### src/rtl/inst_fetch_pkg.sv
// Shared core pipeline constants for the fetch stage: reset PC, JAL opcode,
// fetch FSM encoding and the J-type immediate helper.
package inst_fetch_pkg;

    localparam int          CORE_DWIDTH      = 32;
    localparam logic [31:0] RESET_PC_DEFAULT = 32'h0000_2000;
    localparam logic [6:0]  OPC_JAL          = 7'b110_1111;

    typedef enum logic [1:0] {
        FETCH_EMPTY  = 2'd0,
        FETCH_STREAM = 2'd1,
        FETCH_HOLD   = 2'd2
    } fetch_state_e;

    // J-type immediate: inst[31|19:12|20|30:21] scaled by 2, sign-extended.
    function automatic logic [31:0] j_imm(input logic [31:0] inst);
        return {{12{inst[31]}}, inst[19:12], inst[20], inst[30:21], 1'b0};
    endfunction

endpackage

### src/rtl/fetch_hold_reg.sv
// Parking register for an instruction that decode could not accept.
// Captures the streaming IMEM word on a stall and is cleared on redirect/reset.
module fetch_hold_reg #(
    parameter int DWIDTH = 32
) (
    input  logic              clk,
    input  logic              rst,
    input  logic              capture,
    input  logic              clear,
    input  logic [DWIDTH-1:0] din,
    output logic [DWIDTH-1:0] hold_inst
);

    // NOTE: sequential state uses non-blocking assignments so every register
    // samples pre-edge values regardless of process ordering.
    // NOTE: this is a single datapath register, so resetting it is cheap and
    // keeps the held word deterministic; a wide array would not be reset.
    always_ff @(posedge clk) begin
        if (rst || clear) begin
            hold_inst <= '0;
        end else if (capture) begin
            hold_inst <= din;
        end
    end

endmodule

### src/rtl/inst_fetch.sv
// Instruction fetch stage: PC sequencing, stall absorption and redirects.
// Optional static JAL prediction is enabled with `define INST_FETCH_STATIC_PRED_EN.
module inst_fetch
    import inst_fetch_pkg::*;
#(
    parameter int                DWIDTH   = CORE_DWIDTH,
    parameter logic [DWIDTH-1:0] RESET_PC = DWIDTH'(RESET_PC_DEFAULT)
) (
    input  logic              clk,
    input  logic              rst,
    output logic [DWIDTH-1:0] imem_addr,
    input  logic [DWIDTH-1:0] imem_dout,
    input  logic              dec_stall,
    input  logic              redirect_valid,
    input  logic [DWIDTH-1:0] redirect_pc,
    output logic              if_valid,
    output logic [DWIDTH-1:0] if_pc,
    output logic [DWIDTH-1:0] if_inst,
    output logic [6:0]        if_opcode,
    output logic [2:0]        if_func3,
    output logic              if_func2,
    output logic              if_pred_taken
);

    localparam logic [DWIDTH-1:0] PC_STEP = DWIDTH'(4);

    fetch_state_e      state_q, state_d;
    logic [DWIDTH-1:0] fetch_pc_q, fetch_pc_d;
    logic [DWIDTH-1:0] pc_q, pc_d;
    logic [DWIDTH-1:0] hold_inst;
    logic [DWIDTH-1:0] redirect_tgt;
    logic              hold_capture;
    logic              hold_clear;

    assign redirect_tgt = {redirect_pc[DWIDTH-1:2], 2'b00};

    fetch_hold_reg #(
        .DWIDTH (DWIDTH)
    ) u_hold (
        .clk       (clk),
        .rst       (rst),
        .capture   (hold_capture),
        .clear     (hold_clear),
        .din       (imem_dout),
        .hold_inst (hold_inst)
    );

    // Output side: a parked word has priority over the live IMEM response.
    assign if_inst   = (state_q == FETCH_HOLD) ? hold_inst : imem_dout;
    assign if_pc     = pc_q;
    assign if_valid  = !rst && !redirect_valid && (state_q != FETCH_EMPTY);
    assign if_opcode = if_inst[6:0];
    assign if_func3  = if_inst[14:12];
    assign if_func2  = if_inst[30];

`ifdef INST_FETCH_STATIC_PRED_EN
    logic              pred_take;
    logic [DWIDTH-1:0] pred_tgt;

    // Only an instruction decode is actually consuming this cycle may steer fetch.
    assign pred_take     = if_valid && !dec_stall && (if_opcode == OPC_JAL);
    assign pred_tgt      = pc_q + j_imm(if_inst);
    assign if_pred_taken = pred_take;
`else
    assign if_pred_taken = 1'b0;
`endif

    // NOTE: every signal assigned here gets a default first, so no path
    // through the priority chain can infer a latch.
    always_comb begin
        state_d      = state_q;
        fetch_pc_d   = fetch_pc_q;
        pc_d         = pc_q;
        imem_addr    = fetch_pc_q;
        hold_capture = 1'b0;
        hold_clear   = 1'b0;

        if (rst) begin
            state_d    = FETCH_EMPTY;
            fetch_pc_d = RESET_PC;
            pc_d       = RESET_PC;
            imem_addr  = RESET_PC;
            hold_clear = 1'b1;
        end else if (redirect_valid) begin
            imem_addr  = redirect_tgt;
            pc_d       = redirect_tgt;
            fetch_pc_d = redirect_tgt + PC_STEP;
            state_d    = FETCH_STREAM;
            hold_clear = 1'b1;
`ifdef INST_FETCH_STATIC_PRED_EN
        end else if (pred_take) begin
            imem_addr  = pred_tgt;
            pc_d       = pred_tgt;
            fetch_pc_d = pred_tgt + PC_STEP;
            state_d    = FETCH_STREAM;
`endif
        end else if (dec_stall) begin
            // The request issued this cycle is a throwaway; fetch_pc reissues it on release.
            if (state_q == FETCH_STREAM) begin
                hold_capture = 1'b1;
                state_d      = FETCH_HOLD;
            end
        end else begin
            pc_d       = fetch_pc_q;
            fetch_pc_d = fetch_pc_q + PC_STEP;
            state_d    = FETCH_STREAM;
        end
    end

    always_ff @(posedge clk) begin
        if (rst) begin
            state_q    <= FETCH_EMPTY;
            fetch_pc_q <= RESET_PC;
            pc_q       <= RESET_PC;
        end else begin
            state_q    <= state_d;
            fetch_pc_q <= fetch_pc_d;
            pc_q       <= pc_d;
        end
    end

endmodule
### config.mk
export PLATFORM = sky130hd
export DESIGN_NAME = inst_fetch
export DESIGN_NICKNAME = d
export VERILOG_FILES = /design/src/rtl/inst_fetch_pkg.sv /design/src/rtl/fetch_hold_reg.sv /design/src/rtl/inst_fetch.sv
export SDC_FILE = /design/constraint.sdc
export NUM_CORES = 1
export LEC_CHECK = 0
export CAP_MARGIN = 20
export CELL_PAD_IN_SITES_DETAIL_PLACEMENT = 0
export CELL_PAD_IN_SITES_GLOBAL_PLACEMENT = 1
export CORE_UTILIZATION = 33
export CTS_CLUSTER_DIAMETER = 50
export DETAILED_ROUTE_END_ITERATION = 8
export GPL_TIMING_DRIVEN = 0
export PLACE_DENSITY = 0.8
export SLEW_MARGIN = 0
export SYNTH_ARGS = -nofsm -noshare
export SYNTH_HDL_FRONTEND = slang
export SYNTH_SLANG_ARGS = --single-unit
### constraint.sdc
create_clock -name clk -period 4.4 [get_ports clk]
set_input_delay 0.88 -clock clk [delete_from_list [all_inputs] [get_ports clk]]
set_output_delay 0.88 -clock clk [all_outputs]
set_load 0.005 [all_outputs]
* After elaboration in Yosys (flattened, before gate mapping)
Index checks and enable logic that the tools add are counted.
** Word-level totals
- Register bits :: 98
- Input port bits :: 68
- Output and inout port bits :: 109
** Cells by class
- $add $sub $neg :: 2
- Eq/ne operators :: 4
- Mux-type cells :: 16
- Bitwise logic cells :: 1
- Reduce and logical (&&, ||, !) cells :: 8
** Operator list (number)
- two-way mux 32 bit :: 7
- adder 32 x 3 -> 32 bit (second input constant) :: 2
- two-way mux 1 bit :: 9
- inequality test 3 x 1 -> 1 bit (second input constant) :: 1
- OR reduction 3 bit :: 1
- == test 2 x 1 -> 1 bit (second input constant) :: 1
- == test 2 bit (second input constant) :: 1
- logical AND 1 bit :: 2
- zero test 1 bit :: 2
- inequality test 2 x 1 -> 1 bit (second input constant) :: 1
- nonzero test 2 bit :: 1
- OR reduction 2 bit :: 1
- logical OR 1 bit :: 1
- NOT 1 bit :: 1

* Longest topological paths before layout
- Depth in word-level cells :: 5
- Gate-level depth with buffers :: 15
- Mapped depth without buffers :: 9

* By module
A second synthesis with hierarchy kept.
** Second synthesis, totals
- Cells, all modules :: 659
- Area, all modules :: 5662.9 um^2
** By module, submodules not included
- inst_fetch :: instances 1, cells an instance 554, area each 4506.8 um^2
- fetch_hold_reg :: instances 1, cells an instance 105, area each 1156.1 um^2

* Worst setup path before layout
No wires, ideal clock.
- Kind :: in2reg
- Start point :: input port redirect_valid
- End point :: register fetch_pc_q[28]
- Arrival :: 3352 ps
- Path slack :: 926 ps
- Stages on the path :: 15
- Cells stage by stage :: buf_6 > buf_4 > buf_2 > buf_2 > buf_2 > mux2i_1 > inv_1 > ha_1 > inv_1 > a221oi_4 > nand4_1 > buf_6 > nor2_4 > nand2_1 > mux2_4
** On the way
- Word-level cells in the longest chain between the ends :: 1
- Elaborated cells between the ends (all ways) :: 2
** RTL lines
- from (decl) :: line inst_fetch.sv:14 : input logic redirect_valid,
- inequality test 2 x 1 -> 1 bit (no line) / two-way mux 32 bit (equally long branches)
- to (signal assigned) :: line inst_fetch.sv:117 : fetch_pc_q <= fetch_pc_d;
- to (decl) :: line inst_fetch.sv:28 : logic [DWIDTH-1:0] fetch_pc_q, fetch_pc_d;
Several ways; a longest one is shown, not always the timed one.
A chain may end at the register's enable or synchronous reset.

* Final worst setup path
- Start point :: input port redirect_valid
- End point :: output port imem_addr[29]
** On the way
- Word-level cells in the longest chain between the ends :: 2
** RTL lines
- two-way mux 32 bit :: line inst_fetch.sv:84 : end else if (redirect_valid) begin
- two-way mux 32 bit :: line inst_fetch.sv:78 : if (rst) begin
- to (decl) :: line inst_fetch.sv:11 : output logic [DWIDTH-1:0] imem_addr,
Every way passes these cells.

==> run_results.csv <==
group,metric,value,unit
sta,grt_setup_unrepaired,"false",
clock_tree,cts_tree,"yes",
final_layout,nNetsFinal,902,
worst_setup_path,worstPathRequired,3.52,ns
sta,skew,0.01042,ns
die,initial_core_util,0.3379,
drt,avgRoutedWirePerCell,17.22,µm
placed_design,portBuffers,166,
final_layout,antennaDiodeCount,0,
die,dieArea,16720,µm²
placed_design,hpwl,13610,µm
worst_setup_path,cp-end-kind,"primary output",
outcome,status,"complete, no violations",
pwr,leakage,2.746,nW
synthesis,ys_seq_elements,94,
worst_setup_path,r2r_slack,1.94,ns
grt,grt_pass1_vias,4924,
synthesis,syn_area,5349,µm²
final_layout,final_area,7596,µm²
pwr,switching_share,0.2735,
worst_setup_path,start_kind,"input port",
placed_design,pre_cts_slack,0.1454,ns
clock_tree,postCtsHoldBufs,0,
die,die_h,129.3,µm
grt,antenna_found_initial,0,
placed_design,place.gp.congestion,0.8937,
sta,fmax,0.2429,GHz
synthesis,synth_top_flop_cell,"dfxtp_1",
final_layout,final_util,0.4799,
synthesis,syn_inst,652,
synthesis,synth_top_area_share,0.3518,
pwr,pwr-share-clk,0.367,
worst_setup_path,path_class,"in2out",
sta,fin_crit_sh,0.9355,
clock_tree,cts-resized-gates,0,
synthesis,synth.area.top_cells,"dfxtp_1 35%, nand2_1 6.8%, mux2i_1 6.4%",
worst_setup_path,crit_path_max_fanout,10,
worst_setup_path,cp.arrival,3.24,ns
die,dieWidth,129.3,µm
drt,wl,18160,µm
final_layout,finalNonFillerCells,1054,
clock_tree,clkLatencyLatePin,0.35,ns
min_path,hp-class,"reg2reg",
sta,setup_ws,0.2837,ns
clock_tree,cts_buffers,9,
pwr,switchingPower,0.6037,mW
die,core-area,15830,µm²
synthesis,ys_async_sr_fraction,0,
grt,grt_pass1_wl,27430,µm
flow_run,cap_violations,0,
final_layout,drive_above_1_share,0.09308,
clock_tree,cts_root_buf,"clkbuf_16",
grt,grt_max_degree,16,
clock_tree,cts_max_level,3,
drt,postRouteAntennaNets,0,
drt,drt-pass1-iter-count,5,
grt,grt_util_all_layers,0.2176,
die,rows,46,
synthesis,synth_area_leader_cell,"dfxtp_1",
pwr,peakVddDrop,0.0001647,V
drt,drt_iter0_drc,311,
drt,routed_via_density,5.020,
clock_tree,postCtsSetupRepairBufs,0,
pwr,seq_power_share,0.421,
sta,slew-limit-headroom,0.4508,
clock_tree,cts.sinks,94,
die,io_pins,177,
sta,setup_viol,0,
drt,via_count,5291,
pwr,pwr-share-comb,0.211,
synthesis,yosys-top-cells-count,"97 x nand2_1, 94 x dfxtp_1, 74 x nor2_1",
placed_design,place_area,7296,µm²
synthesis,synth.distinct_cells,51,
sta,finalMaxSlewViolations,0,
sta,timing.setup.tns,0,ns
synthesis,synth.most_common_cell,"nand2_1",
pwr,powerDensity,290.6,nW/µm²
grt,grt_overflow_total,0,
clock_tree,clk_pin_slew,0.07,ns
pwr,p_int,1.603,mW
synthesis,ys_seq_area_frac,0.3518,
sta,fin_crit,4.116,ns
placed_design,placed_cells,1038,
synthesis,synth-warning-count,0,
sta,tightest_slew,0.8237,ns
drt,drcViolationCount,0,
sta,hold_viol,0,
synthesis,synth.avg_cell_area,8.204,µm²
clock_tree,cts_max_path_buffers,2,
final_layout,area_growth,42.01,%
synthesis,synth_edf_count,0,
layout make-up:
type | instances | area, µm²
fill | 1594 | 8232
multi-input combinational | 495 | 3134
sequential | 94 | 1882
timing repair buffer | 166 | 1662
buffer | 63 | 332.8
tap | 216 | 270.3
clock buffer | 10 | 239.0
clock inverter | 6 | 61.31
inverter | 4 | 15.01
routing by layer:
| layer | up-vias | wire length, µm | global-route usage |
|---|---|---|---|
| met2 | 216 | 8240 | 0.3615 |
| li1 | 2611 | - | - |
| met3 | 20 | 1659 | 0.05120 |
| met5 | - | 0 | 0 |
| met1 | 2444 | 8000 | 0.2801 |
| met4 | 0 | 255 | 0.06228 |
stage by stage:
step	power (mW)	hold WS, ns
2_1_floorplan	1.150	0.4270
4_1_cts	2.225	0.4536
5_1_grt	2.306	0.4668
6_report	2.207	0.4523
3_3_place_gp	1.414	0.4383
3_5_place_dp	1.415	0.4447
cell usage in the layout (no fill, tap or decap), types with 4 or more instances in the layout:
cell type / instances
clkdlybuf4s50_1: 166
nand2_1: 97
dfxtp_1: 94
nor2_1: 74
a21oi_1: 49
mux2i_1: 34
nand3_1: 32
clkbuf_1: 28
a211oi_1: 26
mux2_2: 22
xor2_1: 18
xnor2_1: 18
buf_4: 17
nand3b_1: 17
o22a_1: 13
mux2_1: 12
clkbuf_16: 9
buf_2: 8
nand2b_1: 8
buf_1: 7
o21ai_0: 7
nand4_1: 6
nor3_1: 6
nand4b_1: 5
o21ai_1: 5
or3_1: 5
conb_1: 5
inv_1: 4
a22oi_1: 4
power by group through the flow:
stage               clock network [mW]  registers (mW)  logic [mW]
floorplan                            0           0.942       0.207
global placement                     0           0.948       0.466
detailed placement                   0           0.949       0.466
global route                     0.864           0.935       0.507
finish                           0.811           0.930       0.466
CTS                              0.827           0.929       0.469
path summary, 6_finish.rpt:
kind,start,endpoint,cells after the start
worst max-delay path,redirect_valid,imem_addr[29],9
worst min-delay path,u_hold.hold_inst[14]$_SDFFE_PP0P_,u_hold.hold_inst[14]$_SDFFE_PP0P_,2
worst max register to register,fetch_pc_q[2]$_SDFFE_PP0P_,fetch_pc_q[28]$_SDFFE_PP0P_,10
worst min register to register,u_hold.hold_inst[14]$_SDFFE_PP0P_,u_hold.hold_inst[14]$_SDFFE_PP0P_,2
worst max-delay path: stages:
cell and delay (ns):
buf_6 0.13, buf_4 0.20, buf_2 0.26, buf_2 0.32
buf_2 0.32, buf_2 0.34, mux2i_1 0.24, nor2_1 0.06
clkdlybuf4s50_1 0.48
registers in the layout (all words and copies together), names as in the netlist:
register and flops:
fetch_pc_q 30, state_q 2, u_hold.hold_inst 32, if_pc 30
logic make-up (layout without fill, tap and decap cells):
group | Yosys count | after routing | share of synthesized area
and+or+nand+nor | 265 | 265 | 0.2365
buffers and inverters | 67 | 249 | 0.06503
AOI/OAI and AO/OA | 119 | 119 | 0.1467
muxes | 69 | 69 | 0.1380
other | 1 | 5 | 0.0007011
DFF | 94 | 94 | 0.3518
xor gates and xnor gates | 36 | 36 | 0.05895
adders and majority gates | 1 | 1 | 0.002339
Note: power is estimated with default switching activity, not from simulation.
